## src/rtl/instr_fetch_unit_pkg.sv

```systemverilog
// Shared types for the instruction fetch front-end.
//   ins_size      : default machine word width (PC and instruction)
//   fetch_state_t : fetch FSM states
//   fetch_entry_t : one prefetch queue entry, a fetched word tagged with its PC
package instr_fetch_unit_pkg;

  localparam int unsigned ins_size = 32;

  typedef enum logic [1:0] {
    IDLE,
    REQ,
    DRAIN
  } fetch_state_t;

  typedef struct packed {
    logic [ins_size-1:0] pc;
    logic [ins_size-1:0] instr;
  } fetch_entry_t;

endpackage

```

## src/rtl/instr_fetch_unit_fetch_fifo.sv

```systemverilog
// Prefetch queue: registered circular FIFO with synchronous flush.
//   clk_i, rst_ni    : clock, asynchronous active-low reset
//   push_i, data_i   : write one entry at the tail
//   pop_i            : drop the head entry (ignored when empty)
//   flush_i          : discard all entries; wins over push/pop in the same cycle
//   head_o           : current head entry
//   count_o          : number of stored entries
//   empty_o, full_o  : occupancy flags
module instr_fetch_unit_fetch_fifo #(
  parameter int unsigned Depth = 4,
  parameter type         entry_t = logic,
  localparam int unsigned PtrW = $clog2(Depth),
  localparam int unsigned CntW = PtrW + 1
) (
  input  logic            clk_i,
  input  logic            rst_ni,
  input  logic            push_i,
  input  entry_t          data_i,
  input  logic            pop_i,
  input  logic            flush_i,
  output entry_t          head_o,
  output logic [CntW-1:0] count_o,
  output logic            empty_o,
  output logic            full_o
);

  entry_t            mem_q [Depth];
  logic [PtrW-1:0]   wr_q, rd_q;
  logic [CntW-1:0]   cnt_q;
  logic              do_push, do_pop;

  assign empty_o = (cnt_q == '0);
  assign full_o  = (cnt_q == CntW'(Depth));
  assign count_o = cnt_q;
  assign head_o  = mem_q[rd_q];
  assign do_pop  = pop_i & ~empty_o;
  assign do_push = push_i;

  always_ff @(posedge clk_i or negedge rst_ni) begin
    if (!rst_ni) begin
      wr_q  <= '0;
      rd_q  <= '0;
      cnt_q <= '0;
    end else if (flush_i) begin
      wr_q  <= '0;
      rd_q  <= '0;
      cnt_q <= '0;
    end else begin
      if (do_push) wr_q <= wr_q + PtrW'(1);
      if (do_pop)  rd_q <= rd_q + PtrW'(1);
      cnt_q <= cnt_q + CntW'(do_push) - CntW'(do_pop);
    end
  end

  // Storage needs no reset; occupancy is tracked by the pointers.
  always_ff @(posedge clk_i) begin
    if (do_push && !flush_i) mem_q[wr_q] <= data_i;
  end

endmodule

```

## src/rtl/instr_fetch_unit.sv

```systemverilog
// Instruction fetch front-end between decode and the ROMEM instruction memory.
//   CLK, RST                     : clock, asynchronous active-low reset
//   IRAM_ENABLE, IRAM_ADDRESS    : request to ROMEM, held stable until IRAM_READY
//   IRAM_READY, IRAM_DATA        : ROMEM response (ignored while IRAM_ENABLE=0)
//   redirect_valid, redirect_pc  : flush the queue and restart fetch (pc word aligned)
//   if_valid, if_ready           : decode handshake on the queue head
//   if_instr, if_pc              : head instruction and its PC
module instr_fetch_unit
  import instr_fetch_unit_pkg::*;
#(
  parameter int unsigned       ADDR_W   = ins_size,
  parameter int unsigned       DATA_W   = ins_size,
  parameter int unsigned       DEPTH    = 4,
  parameter logic [ADDR_W-1:0] RESET_PC = '0
) (
  input  logic              CLK,
  input  logic              RST,
  output logic              IRAM_ENABLE,
  output logic [ADDR_W-1:0] IRAM_ADDRESS,
  input  logic              IRAM_READY,
  input  logic [DATA_W-1:0] IRAM_DATA,
  input  logic              redirect_valid,
  input  logic [ADDR_W-1:0] redirect_pc,
  output logic              if_valid,
  input  logic              if_ready,
  output logic [DATA_W-1:0] if_instr,
  output logic [ADDR_W-1:0] if_pc
);

  localparam int unsigned CntW = $clog2(DEPTH) + 1;

  fetch_state_t      state_q, state_d;
  logic              en_q, en_d;
  logic [ADDR_W-1:0] addr_q, addr_d;
  logic [ADDR_W-1:0] fetch_pc_q, fetch_pc_d;
  logic [ADDR_W-1:0] redir_pc_q, redir_pc_d;
  logic [ADDR_W-1:0] redir_aligned, pc_plus4, drain_target;

  logic              push, pop, full, empty, room_after_push;
  logic [CntW-1:0]   count;
  fetch_entry_t      push_entry, head;

  assign redir_aligned = {redirect_pc[ADDR_W-1:2], 2'b00};
  assign pc_plus4      = fetch_pc_q + ADDR_W'(4);
  // A redirect arriving in the same cycle as the DRAIN completion is the newest target.
  assign drain_target  = redirect_valid ? redir_aligned : redir_pc_q;

  assign pop             = if_valid & if_ready;
  // Entries after this push = count + 1 - pop; still room if that is below DEPTH.
  assign room_after_push = pop | (count < CntW'(DEPTH - 1));

  assign push_entry.pc    = fetch_pc_q;
  assign push_entry.instr = IRAM_DATA;

  always_comb begin
    state_d    = state_q;
    en_d       = en_q;
    addr_d     = addr_q;
    fetch_pc_d = fetch_pc_q;
    redir_pc_d = redir_pc_q;
    push       = 1'b0;
    unique case (state_q)
      IDLE: begin
        if (redirect_valid) begin
          fetch_pc_d = redir_aligned;
        end else if (!full) begin
          en_d    = 1'b1;
          addr_d  = fetch_pc_q;
          state_d = REQ;
        end
      end
      REQ: begin
        if (redirect_valid) begin
          if (IRAM_READY) begin
            // Response discarded; the queue is flushed so the redirect issues at once.
            addr_d     = redir_aligned;
            fetch_pc_d = redir_aligned;
          end else begin
            redir_pc_d = redir_aligned;
            state_d    = DRAIN;
          end
        end else if (IRAM_READY) begin
          push       = 1'b1;
          fetch_pc_d = pc_plus4;
          if (room_after_push) begin
            addr_d = pc_plus4;
          end else begin
            en_d    = 1'b0;
            state_d = IDLE;
          end
        end
      end
      DRAIN: begin
        if (redirect_valid) redir_pc_d = redir_aligned;
        if (IRAM_READY) begin
          addr_d     = drain_target;
          fetch_pc_d = drain_target;
          state_d    = REQ;
        end
      end
      default: begin
        en_d    = 1'b0;
        state_d = IDLE;
      end
    endcase
  end

  always_ff @(posedge CLK or negedge RST) begin
    if (!RST) begin
      state_q    <= IDLE;
      en_q       <= 1'b0;
      addr_q     <= RESET_PC;
      fetch_pc_q <= RESET_PC;
      redir_pc_q <= RESET_PC;
    end else begin
      state_q    <= state_d;
      en_q       <= en_d;
      addr_q     <= addr_d;
      fetch_pc_q <= fetch_pc_d;
      redir_pc_q <= redir_pc_d;
    end
  end

  instr_fetch_unit_fetch_fifo #(
    .Depth   (DEPTH),
    .entry_t (fetch_entry_t)
  ) u_fifo (
    .clk_i   (CLK),
    .rst_ni  (RST),
    .push_i  (push),
    .data_i  (push_entry),
    .pop_i   (pop),
    .flush_i (redirect_valid),
    .head_o  (head),
    .count_o (count),
    .empty_o (empty),
    .full_o  (full)
  );

  assign IRAM_ENABLE  = en_q;
  assign IRAM_ADDRESS = addr_q;
  assign if_valid     = ~empty;
  assign if_instr     = head.instr;
  assign if_pc        = head.pc;

endmodule

```

## config.mk

```make
export PLATFORM = sky130hd
export DESIGN_NAME = instr_fetch_unit
export DESIGN_NICKNAME = d
export VERILOG_FILES = /design/src/rtl/instr_fetch_unit_pkg.sv /design/src/rtl/instr_fetch_unit_fetch_fifo.sv /design/src/rtl/instr_fetch_unit.sv
export SDC_FILE = /design/constraint.sdc
export NUM_CORES = 1
export LEC_CHECK = 0
export CAP_MARGIN = 40
export CORE_MARGIN = 2
export CORE_UTILIZATION = 60
export CTS_BUF_LIST = sky130_fd_sc_hd__clkbuf_4 sky130_fd_sc_hd__clkbuf_8
export DETAILED_ROUTE_END_ITERATION = 7
export DONT_BUFFER_PORTS = 1
export GPL_ROUTABILITY_DRIVEN = 0
export PLACE_DENSITY = 0.74
export SYNTH_ARGS = -nofsm -noshare
export SYNTH_HDL_FRONTEND = slang
export SYNTH_HIERARCHICAL = 1
export SYNTH_SLANG_ARGS = --single-unit
```

## constraint.sdc

```tcl
create_clock -name CLK -period 7.8 [get_ports CLK]
set_input_delay 1.17 -clock CLK [delete_from_list [all_inputs] [get_ports CLK]]
set_output_delay 1.17 -clock CLK [all_outputs]
set_load 0.02 [all_outputs]
```

# Word-level counts from Yosys, hierarchy flattened
# Memory sizes are Yosys's and may differ from the RTL's.
# Cells that the tools add are included.
[totals]
wordCells = 89
ram_bits = 256
romBits = 0
latchBits = 0
mem_count = 1
out_inout_bits = 98
reg_bits = 106
[op_classes]
n_mul = 0
shifts = 0
n_div = 0
n_mux = 40
bitwise_logic = 5
eq_ne = 16
n_addsub = 5
n_reduce_logical = 13
magnitude_cmp = 1
[memory_table]
columns = ["memory", "depth", "word_bits", "read_ports", "rd_ports_with_merged_regs", "wr", "line", "text"]
rows = [
  ["u_fifo.mem_q", 4, 64, 1, 0, 1, "instr_fetch_unit_fetch_fifo.sv:27", "entry_t mem_q [Depth];"],
]
[op_table]
columns = ["operator", "n"]
rows = [
  ["two-way mux 32 bit", 13],
  ["case mux 32 bit (3 select lines)", 2],
  ["case mux 32 bit (2 select lines)", 1],
  ["adder 32 x 3 -> 32 bit, second input constant", 1],
  ["two-way mux 2 bit", 11],
  ["!= test 2 bit, second input constant", 9],
  ["AND reduction 6 bit", 3],
  ["!= test 3 bit, second input constant", 4],
  ["two-way mux 1 bit", 10],
  ["case mux 2 bit (3 select lines)", 1],
  ["nonzero test 2 bit", 3],
  ["adder 2 x 1 -> 2 bit, second input constant", 2],
  ["AND reduction 4 bit", 1],
  ["adder 3 x 1 -> 3 bit", 1],
  ["== test 3 bit, second input constant", 1],
  ["logical NOT 3 bit", 1],
  ["less-than comparator 3 x 2 -> 1 bit, second input constant", 1],
  ["two-way mux 3 bit", 1],
  ["case mux 1 bit (3 select lines)", 1],
  ["AND reduction 3 bit", 1],
  ["nonzero test 3 bit", 1],
  ["subtractor 3 x 1 -> 3 bit", 1],
  ["bitwise AND 1 bit", 2],
  ["== test 2 x 1 -> 1 bit, second input constant", 1],
  ["other kinds (6)", 7],
]

# Logic depth before layout (Yosys ltp)
# Gate-level depths: netlist of the first run.
[depth]
word_depth = 8
mapped_depth = 11

# Modules after synthesis
# The synthesis of the first run kept the hierarchy.
[by_module_without_submodules]
columns = ["module", "area_each_um2", "seq_area_each_um2", "cells_per_inst", "instances"]
rows = [
  ["instr_fetch_unit_fetch_fifo", 9734.3, 7862.5, 378, 1],
  ["instr_fetch_unit", 5435.2, 2477.4, 589, 1],
]

# Worst setup path after synthesis of the first run
# No wires, ideal clock.
[synth_timing]
kind = "input -> register"
start = "in redirect_valid"
end = "mem u_fifo/mem_q[0][0] (netlist name), enable pin"
setup_slack_ns = 3.485
stages = 7
t_arrival_ns = 3.886
t_required_ns = 7.371
setup_time_ns = 0.429
cell_sequence = "clkbuf_1 > nor2b_1 > buf_6 > clkbuf_1 > and2_1 > nor2b_1 > and2_1"
[synth_between]
elab_chain_len = 5
word_cells_on_any_way = 6
cone_classes = "mux: 4; reduce/logical: 2"
[synth_lines]
columns = ["element", "line", "text"]
rows = [
  ["start: declaration", "instr_fetch_unit.sv:22", "input logic redirect_valid,"],
  ["two-way mux 1 bit", "instr_fetch_unit.sv:73", "if (redirect_valid) begin"],
  ["two-way mux 1 bit", "instr_fetch_unit.sv:62", "unique case (state_q)"],
  ["named net push", "instr_fetch_unit.sv:39", "logic push, pop, full, empty, room_after_push;"],
  ["logical AND 1 bit", "instr_fetch_unit_fetch_fifo.sv:57", "if (do_push && !flush_i) mem_q[wr_q] <= data_i;"],
  ["two-way mux 1 bit", "instr_fetch_unit_fetch_fifo.sv:57", ""],
  ["two-way mux 1 bit (not written as such)", "instr_fetch_unit_fetch_fifo.sv:57", ""],
  ["end: declaration", "instr_fetch_unit_fetch_fifo.sv:27", ""],
]
# The timed path passes the listed nets, and every way through them passes these cells.

# Final worst setup path of the first run
[layout_timing]
start = "reg state_q[1]"
end = "mem u_fifo/mem_q[0][37] (netlist name), enable pin"
[layout_between]
elab_chain_len = 5
[layout_lines]
columns = ["element", "line", "text"]
rows = [
  ["start: declaration", "instr_fetch_unit.sv:32", "fetch_state_t state_q, state_d;"],
  ["start signal: assignment", "instr_fetch_unit.sv:116", "state_q <= state_d;"],
  ["== test 2 x 1 -> 1 bit", "instr_fetch_unit.sv:62", ""],
  ["two-way mux 1 bit", "instr_fetch_unit.sv:62", ""],
  ["named net push", "instr_fetch_unit.sv:39", ""],
  ["logical AND 1 bit", "instr_fetch_unit_fetch_fifo.sv:57", ""],
  ["two-way mux 1 bit", "instr_fetch_unit_fetch_fifo.sv:57", ""],
  ["two-way mux 1 bit (not written as such)", "instr_fetch_unit_fetch_fifo.sv:57", ""],
]
# The timed path passes the listed nets, and every way through them passes these cells.

==> results of run 1 <==
[state kept, by name, summed over array words and instances (netlist names)]
signal	flops
IRAM_ENABLE	1
u_fifo/mem_q	256
fetch_pc_q	32
IRAM_ADDRESS	32
state_q	2
u_fifo/rd_q	2
redir_pc_q	32
u_fifo/wr_q	2
u_fifo/count_o	3
[area by class of cell]
class | count | area [um^2]
flip-flops and latches | 362 | 10340
fillers | 1733 | 8538
multi-input cells | 529 | 4428
clock buffers | 74 | 905.9
well taps | 330 | 412.9
repair buffers | 18 | 207.7
clock inverters | 28 | 135.1
inverters | 17 | 63.81
[path summary, 6_finish.rpt]
kind,startpoint,to
min in group CLK,redir_pc_q[2]$_DFFE_PN0P_,redir_pc_q[2]$_DFFE_PN0P_
worst max-delay path,state_q[1]$_DFFE_PN0P_,u_fifo/mem_q[0][37]$_DFFE_PP_
max in group asynchronous,RST,u_fifo/rd_q[0]$_DFFE_PN0P_
worst min register to register,redir_pc_q[2]$_DFFE_PN0P_,redir_pc_q[2]$_DFFE_PN0P_
worst max register to register,state_q[1]$_DFFE_PN0P_,u_fifo/mem_q[0][37]$_DFFE_PP_
worst min-delay path,RST,fetch_pc_q[3]$_DFFE_PN0P_
[per-layer routing]
layer / global-route usage / wire, um / vias up
met5: 0 / 0 / -
met4: 0.06436 / 524 / 0
met3: 0.06672 / 2478 / 42
met2: 0.3744 / 15040 / 297
met1: 0.3154 / 12680 / 4231
li1: - / - / 3766
[metrics by stage]
step	power, mW	hold WS (ns)	instances
2_1_floorplan	4.064	0.4446	967
3_3_place_gp	4.391	0.4589	1251
3_5_place_dp	4.450	0.4722	1256
4_1_cts	5.893	0.2502	1358
5_1_grt	6.184	0.2502	1358
6_report	5.863	0.3042	1358
[power by group through the flow]
stage	sequential, mW	combinational (mW)	clock [mW]
2_1_floorplan	2.77	1.29	0
3_3_place_gp	2.90	1.49	0
3_5_place_dp	2.92	1.53	0
4_1_cts	2.88	1.53	1.48
5_1_grt	2.93	1.69	1.56
6_report	2.89	1.54	1.44
[placed cells by master, fill, tap and decap left out, types with 5 or more instances in the layout]
cell type    n
inv_1       17
a21oi_1     12
nand3_1     15
ha_1        10
and3_1       5
o21ai_0     45
clkinv_1    18
edfxtp_1   256
xor2_1       7
a31oi_1      5
dfrtp_1    104
mux2_2      35
a221oi_1    25
clkbuf_8    56
mux4_2      64
buf_4       14
nand2_1    118
nor2_1      55
nor2b_1      5
o31ai_1     38
clkinv_2     8
clkbuf_4    18
xnor2_1     20
nand4_1     11
[cell families (layout without fill, tap and decap cells)]
group           count (synthesis)  count (layout)
mux                           101             101
compound gates                152             152
simple gates                  236             236
buf+inv                        76             137
xor+xnor                       28              28
flops                         362             362
fa+ha+maj                      12              12
==> flow_summary_export.csv, run 1 <==
group,metric,value,unit
synthesis,syn-num-nets,1048,
power,powerDensity,355.4,nW/um^2
worst_hold_path,hold_path.class,"input pin to async pin",
critical_path,max_stage_delay,0.69,ns
clock_tree,path_clk_slew,0.06,ns
synthesis,synthAdderAreaFrac,0.01039,
run,maxCapViolCount,0,
global_route,grt_pass1_wl,47.02,mm
clock_tree,cts_buffer_depth,3,
synthesis,synth.most_common_cell,"edfxtp_1",
timing,slew_headroom,0.4058,
critical_path,worst-path-buf-inv,3,
layout,fin_nets,1064,
clock_tree,cts.sinks,362,
critical_path,cp_top_family,"simple AND/OR/NAND/NOR gates",
synthesis,synth_compound_area_frac,0.06912,
synthesis,ys_ff_latch,362,
die,io_pins,167,
global_route,grt_max_degree,107,
timing,worst_slew_pin_slew,0.8914,ns
clock_tree,postCtsHoldBufs,0,
layout,final_util,0.6590,
critical_path,reg2reg_depth,8,
synthesis,syn_inst,967,
critical_path,required,8.01,ns
die,start_util,0.6059,
outcome,status,"completed",
synthesis,ys.flop_type,"edfxtp_1",
route,first_pass_iters,5,
timing,fin_ws,3.930,ns
timing,max_freq,258.4,MHz
timing,hold_violations,0,
power,internal_power,3.803,mW
layout,area_delta_synth_final,8.759,%
route,antenna_left,0,
critical_path,worst-r2r-setup-slack,3.93,ns
power,p_leak,5.784,nW
power,seqPwrFrac,0.493,
route,avgViaCountPerCell,6.138,
power,vdd_drop_max,0.6030,mV
synthesis,netlist_area,15170,um^2
route,wire_per_inst,22.62,um
clock_tree,postCtsSetupRepairBufs,0,
route,num_vias,8336,
synthesis,synth-async-reset-ratio,0.2928,
synthesis,ys_warn_count,6,
clock_tree,post_cts_resized,0,
place,dp_slack,3.902,ns
timing,tns,0,ns
clock_tree,clock-root-buffer,"clkbuf_8",
synthesis,synth_edf_count,256,
layout,layout-drive-gt1-share,0.2160,
timing,rsz0062_at_grt,"no",
synthesis,yosys.area.top_type,"edfxtp_1",
clock_tree,cts_made_buffers,55,
timing,fin_skew,0.02067,ns
timing,finalSetupViolCount,0,
synthesis,syn_area_per_cell,15.69,um^2
die,core,25040,um^2
global_route,grt_use_total,0.2327,
critical_path,path_cells,"inv_1 -> ha_1 -> nor2b_2 -> buf_4 -> and2_1 -> nor2b_1 -> and2_2 -> buf_4",
critical_path,path_class,"flip-flop to flip-flop",
layout,final_area,16500,um^2
clock_tree,h-tree-depth,2,
die,fp-row-count,58,
synthesis,yosys.cell_types.count,57,
synthesis,muxShareOfSynthArea,0.1223,
synthesis,yosys.area_share.simple,0.07077,
critical_path,worst-path-max-fanout,40,
synthesis,synth_top_area_frac,0.5068,
global_route,overflow,0,
power,power_switching,2.060,mW
place,io_buffer_count,0,
synthesis,yosys-top-cells-count,"256 x edfxtp_1, 118 x nand2_1, 106 x dfrtp_1",
power,p_clk_frac,0.245,
critical_path,cp_common_cell,"buf_4",
timing,report.final.slew_viol_count,0,
route,drt-total-wl,30.72,mm
synthesis,synth-xor-area-share,0.01707,
die,die_area,26570,um^2
place,dp_hpwl,18.87,mm
critical_path,arrival,4.08,ns
power,p_sw_frac,0.3514,
layout,antenna_cells,0,
critical_path,path_depth,8,
synthesis,synth_top_family_by_area,"multiplexers",
synthesis,synthTopCellsByArea,"edfxtp_1 51%, dfrtp_1 17%, mux4_2 9.5%, nand2_1 2.9%, mux2_2 2.6%",
global_route,grt_pass1_vias,8319,
critical_path,slowest_stage,"and2_2",
route,drc_errors,0,
die,die_w,163.0,um
clock_tree,clk_latency,0.58,ns
route,dr.first_iter.drc_count,727,
critical_path,critPathLaunchType,"flip-flop",
critical_path,worstSetupEndpointType,"flip-flop",
timing,period_needed,3.870,ns
clock_tree,cts_tree,"yes",
place,placed_area,15460,um^2
die,die_y,163.0,um
global_route,antenna_found_initial,0,
synthesis,synth_seq_area_share,0.6816,
timing,min_period_over_period,0.4961,
power,combPwrFrac,0.262,
(Power assumes the default switching activity.)
==> inputs of run 2 (changes only) <==
- clock period: 7.8 -> 3.7 ns (I/O delays scaled with it)
==> run 2 against run 1 <==
Compared with the run above: worst setup slack worse by 3.3 ns; sequential power increased by 110%; utilization up 0.63 points; cell area is 0.96% higher; final cell count is 0.66% higher; count of clock-buffer cells in the layout rose by 1; hold slack lost 0.27 ns; fmax grew 28%; non-clock buffer count increased by 9; via count grew 0.77%; sequential share of layout area decreased by 0.60 points; critical path type unchanged; highest routed layer unchanged.
==> flow_summary_export.csv, run 2 (synthesis gave the netlist of run 1 again) <==
group,metric,value,unit
outcome,status,"completed",
timing,tns,0,ns
global_route,use_met2,0.4000,
layout,final_util,0.6653,
critical_path,crit_end,"u_fifo/mem_q[3][2]$_DFFE_PP_",
global_route,grt_max_degree,107,
die,fp-row-count,58,
critical_path,worstSetupEndpointType,"flip-flop",
global_route,grt_use_met1,0.3329,
die,core,25040,um^2
clock_tree,cts_tree,"yes",
layout,layout_commonest_cell,"edfxtp_1",
critical_path,worst-path-max-fanout,40,
route,wire_per_inst,22.99,um
layout,layout-drive-gt1-share,0.2257,
timing,finalSetupViolCount,0,
timing,period_needed,3.023,ns
route,drc_errors,0,
timing,rsz0062_at_grt,"no",
critical_path,r2r_start,"state_q[1]$_DFFE_PN0P_",
global_route,grt_use_total,0.2454,
timing,slew_headroom,0.5846,
clock_tree,clock-root-buffer,"clkbuf_8",
timing,hold_violations,0,
timing,max_freq,330.8,MHz
global_route,use_met3,0.06570,
timing,report.final.slew_viol_count,0,
clock_tree,clk_latency,0.59,ns
global_route,grt_pass1_vias,8726,
layout,antenna_cells,0,
die,die_y,163.0,um
clock_tree,path_clk_slew,0.07,ns
layout,area_delta_synth_final,9.807,%
layout,fin_nets,1073,
timing,min_period_over_period,0.8169,
route,first_pass_iters,5,
layout,top_register,"u_fifo/mem_q",
clock_tree,post_cts_resized,0,
place,dp_hpwl,20.01,mm
route,num_vias,8400,
critical_path,arrival,3.26,ns
route,antenna_left,0,
global_route,antenna_found_initial,0,
layout,final_cell_mix,"256 x edfxtp_1, 118 x nand2_1, 104 x dfrtp_1, 64 x mux4_2, 56 x clkbuf_8",
critical_path,cp-startpoint,"state_q[1]$_DFFE_PN0P_",
layout,largest_reg_flops,256,
power,p_leak,5.858,nW
timing,fin_ws,0.6773,ns
critical_path,path_class,"flip-flop to flip-flop",
die,die_w,163.0,um
clock_tree,postCtsHoldBufs,2,
die,die_area,26570,um^2
timing,hold_ws,0.03709,ns
route,drt-total-wl,31.42,mm
clock_tree,cts.sinks,362,
place,io_buffer_count,0,
clock_tree,postCtsSetupRepairBufs,0,
global_route,grt_pass1_wl,49.59,mm
clock_tree,cts_made_buffers,55,
clock_tree,cts_buffer_depth,3,
timing,fin_skew,0.03624,ns
critical_path,reg2reg_depth,7,
run,maxCapViolCount,0,
critical_path,r2r-end,"u_fifo/mem_q[3][2]$_DFFE_PP_",
clock_tree,h-tree-depth,2,
critical_path,critPathLaunchType,"flip-flop",
global_route,grt-busiest-layer,"met2",
place,dp_slack,0.7442,ns
global_route,overflow,0,
die,io_pins,167,
route,avgViaCountPerCell,6.145,
power,vdd_drop_max,0.9179,mV
die,start_util,0.6059,
timing,worst_slew_pin_slew,0.6231,ns
layout,fill_cells,1769,
critical_path,required,3.94,ns
worst_hold_path,hold_path.class,"input pin to flip-flop",
route,dr.first_iter.drc_count,648,
critical_path,worst-r2r-setup-slack,0.68,ns
power,powerDensity,759.3,nW/um^2
run 2: cell types whose count changed in the layout (fill, tap and decap cells not counted), moves of 2 or more:
cell | previous run | this run
buf_12 | 1 | 7
bufinv_16 | 0 | 2
buf_4 | 14 | 18
and2_4 | 0 | 4
and2_2 | 4 | 0
clkinvlp_4 | 0 | 2
buf_16 | 3 | 1
clkinv_1 | 18 | 14
run 2: how the worst min path moves through the flow:
| stage | end | slack, ns | cells past startpoint | start |
|---|---|---|---|---|
| 2_1_floorplan | IRAM_ADDRESS[0]$_DFFE_PN0P_ | 0.26 | 0 | RST |
| 3_3_place_gp | fetch_pc_q[3]$_DFFE_PN0P_ | 0.26 | 0 | RST |
| 3_5_place_dp | fetch_pc_q[3]$_DFFE_PN0P_ | 0.26 | 0 | RST |
| 4_1_cts | u_fifo/wr_q[0]$_DFFE_PN0P_ | 0.01 | 1 | redirect_valid |
| 5_1_grt | u_fifo/wr_q[0]$_DFFE_PN0P_ | 0.008 | 1 | redirect_valid |
| 6_report | u_fifo/wr_q[0]$_DFFE_PN0P_ | 0.04 | 1 | redirect_valid |
run 2: power by group:
group          internal [mW]  switching [mW]
Combinational           1.35            2.02
Sequential              5.14           0.945
Clock                   1.74            1.45
Total                   8.23            4.42
run 2: stage by stage:
stage | area (um^2) | std cells | power (mW)
3_3_place_gp | 15530 | 1263 | 9.346
3_5_place_dp | 15530 | 1263 | 9.487
5_1_grt | 16660 | 1367 | 13.39
2_1_floorplan | 15170 | 967 | 8.566
6_report | 16660 | 1367 | 12.65
4_1_cts | 16660 | 1367 | 12.73
run 2: area by class of cell:
type	count	area (um^2)	area share
clock buffers	75	913.4	0.05483
clock inverters	27	176.4	0.01059
inverters	17	63.81	0.003831
multi-input cells	529	4433	0.2661
flip-flops and latches	362	10340	0.6210
well taps	330	412.9	0.02479
repair buffers	27	312.8	0.01878
run 2: worst max-delay path: stages (launching register included):
cell and delay (ns):
dfrtp_1 0.44, inv_1 0.10, ha_1 0.52, nor2b_2 0.26, and2_1 0.23, nor2b_1 0.30, and2_4 0.48, buf_12 0.31
run 2: routing by layer:
layer | part of all wire | vias to the layer above
met1 | 0.41 | 4272
met3 | 0.085 | 40
li1 | - | 3784
met4 | 0.015 | 0
met5 | 0 | -
met2 | 0.49 | 304
==> inputs of run 3 (changes only) <==
- clock period: 3.7 -> 3 ns (I/O delays scaled with it)
==> run 3 against run 2 <==
Compared with the run above: critical path type is now flip-flop to primary output; largest power group unchanged; sequential power up 23%; highest routed layer unchanged; cell area rose by 4.0%; clock power increased by 33%; critical endpoint is now if_instr[25]; power grew 27%; wire length grew 1.4%; combinational power up 29%; first-iteration DRC count increased by 34%; final cell count rose by 4.2%; count of clock-buffer cells in the layout shrank 7; non-clock buffer count is 55 higher.
==> flow_summary_export.csv, run 3 (synthesis gave the netlist of run 1 again) <==
group,metric,value,unit
layout,area_delta_synth_final,14.23,%
global_route,grt_pass1_wl,49.15,mm
critical_path,arrival,2.27,ns
place,placed_area,15540,um^2
clock_tree,path_clk_slew,0.07,ns
layout,fin_nets,1129,
timing,report.final.slew_viol_count,0,
clock_tree,cts.sinks,362,
critical_path,path_class,"flip-flop to primary output",
die,start_util,0.6059,
critical_path,crit_end,"if_instr[25]",
critical_path,slowest_stage,"dfrtp_4",
global_route,antenna_found_initial,0,
timing,finalSetupViolCount,0,
timing,hold_violations,0,
layout,top_register,"u_fifo/mem_q",
clock_tree,cts_tree,"yes",
route,antenna_left,0,
critical_path,path_cells,"buf_12 -> mux4_2",
clock_tree,cts_made_buffers,56,
critical_path,max_stage_delay,0.71,ns
critical_path,critPathLaunchType,"flip-flop",
global_route,grt_use_total,0.2437,
route,drc_errors,0,
run,maxCapViolCount,0,
global_route,overflow,0,
place,io_buffer_count,0,
clock_tree,postCtsSetupRepairBufs,0,
power,vdd_drop_max,0.9199,mV
timing,period_needed,2.717,ns
route,dr.first_iter.drc_count,868,
die,die_area,26570,um^2
clock_tree,h-tree-depth,2,
critical_path,reg2reg_depth,11,
die,core,25040,um^2
route,wire_per_inst,22.37,um
critical_path,worstSetupEndpointType,"primary output",
timing,tns,0,ns
clock_tree,clk_latency,0.58,ns
global_route,grt_pass1_vias,8624,
layout,final_util,0.6921,
timing,max_freq,368.0,MHz
place,dp_cells,1262,
power,power,16.05,mW
timing,slew_headroom,0.6240,
outcome,status,"completed",
die,die_y,163.0,um
die,die_w,163.0,um
layout,final_cell_mix,"256 x edfxtp_1, 118 x nand2_1, 104 x dfrtp_1, 64 x mux4_2, 57 x dlygate4sd3_1",
power,p_leak,6.139,nW
clock_tree,clock-root-buffer,"clkbuf_8",
timing,rsz0062_at_grt,"no",
place,dp_hpwl,18.73,mm
clock_tree,post_cts_resized,0,
critical_path,cp-startpoint,"u_fifo/rd_q[0]$_DFFE_PN0P_",
route,first_pass_iters,7,
route,drt-total-wl,31.87,mm
clock_tree,cts_buffer_depth,3,
critical_path,r2r_start,"u_fifo/count_o[1]$_DFF_PN0_",
worst_hold_path,hold_path.class,"input pin to flip-flop",
layout,layoutNonFillerInstCount,1425,
clock_tree,postCtsHoldBufs,57,
critical_path,worst-r2r-setup-slack,0.53,ns
timing,worst_slew_pin_slew,0.5640,ns
layout,layout_commonest_cell,"edfxtp_1",
die,io_pins,167,
critical_path,r2r-end,"u_fifo/count_o[2]$_DFF_PN0_",
route,avgViaCountPerCell,6.051,
route,num_vias,8622,
timing,fin_skew,0.01705,ns
layout,antenna_cells,0,
timing,min_period_over_period,0.9057,
global_route,grt_max_degree,107,
layout,final_area,17330,um^2
layout,layout-drive-gt1-share,0.2155,
critical_path,worst-path-max-fanout,25,
critical_path,required,2.55,ns
power,powerDensity,926.3,nW/um^2
layout,largest_reg_flops,256,
die,fp-row-count,58,
[run 3: cell types whose count changed in the layout (fill, tap and decap cells not counted), sizes merged]
cell         previous run  this run
bufinv                  2         6
clkinv                 22        28
clkbuf                 75        68
dlygate4sd3             1        57
buf                    26        25
[run 3: final cells by class]
type | instances | area [um^2]
fillers | 1661 | 7709
inverters | 17 | 63.81
clock buffers | 68 | 860.8
clock inverters | 37 | 326.6
multi-input cells | 529 | 4428
repair buffers | 82 | 890.9
well taps | 330 | 412.9
flip-flops and latches | 362 | 10340
[run 3: worst max-delay path, delay by kind of cell, from the launching register on]
family,cells,cell delay (ns)
buffers and inverters,1,0.30
muxes,1,0.64
DFF,1,0.71
[run 3: per-layer routing]
metal | up-vias | GRT usage | part of all wire
met5 | - | 0 | 0
met4 | 0 | 0.07683 | 0.020
met3 | 54 | 0.05067 | 0.070
met2 | 342 | 0.3943 | 0.49
met1 | 4328 | 0.3379 | 0.42
li1 | 3898 | - | -
[run 3: report_power, final]
part | leakage [nW] | switching, mW | total [mW] | internal (mW)
Combinational | 1.89 | 2.56 | 4.32 | 1.76
Sequential | 3.63 | 1.13 | 7.47 | 6.34
Clock | 0.624 | 1.84 | 4.26 | 2.43
[run 3: worst min path at each step]
| stage | startpoint | end | slack (ns) | cells after the start |
|---|---|---|---|---|
| 2_1_floorplan | RST | IRAM_ADDRESS[0]$_DFFE_PN0P_ | 0.15 | 0 |
| 3_3_place_gp | RST | redir_pc_q[3]$_DFFE_PN0P_ | 0.16 | 0 |
| 3_5_place_dp | RST | redir_pc_q[7]$_DFFE_PN0P_ | 0.16 | 0 |
| 4_1_cts | redirect_pc[12] | redir_pc_q[12]$_DFFE_PN0P_ | 0.001 | 1 |
| 5_1_grt | redirect_pc[12] | redir_pc_q[12]$_DFFE_PN0P_ | 0.002 | 1 |
| 6_report | redirect_pc[21] | redir_pc_q[21]$_DFFE_PN0P_ | 0.02 | 1 |
[run 3: per-stage QoR]
| step | setup slack, ns | hold WS [ns] |
|---|---|---|
| floorplan | 0.05992 | 0.1544 |
| global placement | 0.5706 | 0.1592 |
| detailed placement | 0.5603 | 0.1595 |
| CTS | 0.2254 | 0.001095 |
| global route | 0.1769 | 0.001838 |
| finish | 0.2828 | 0.02245 |
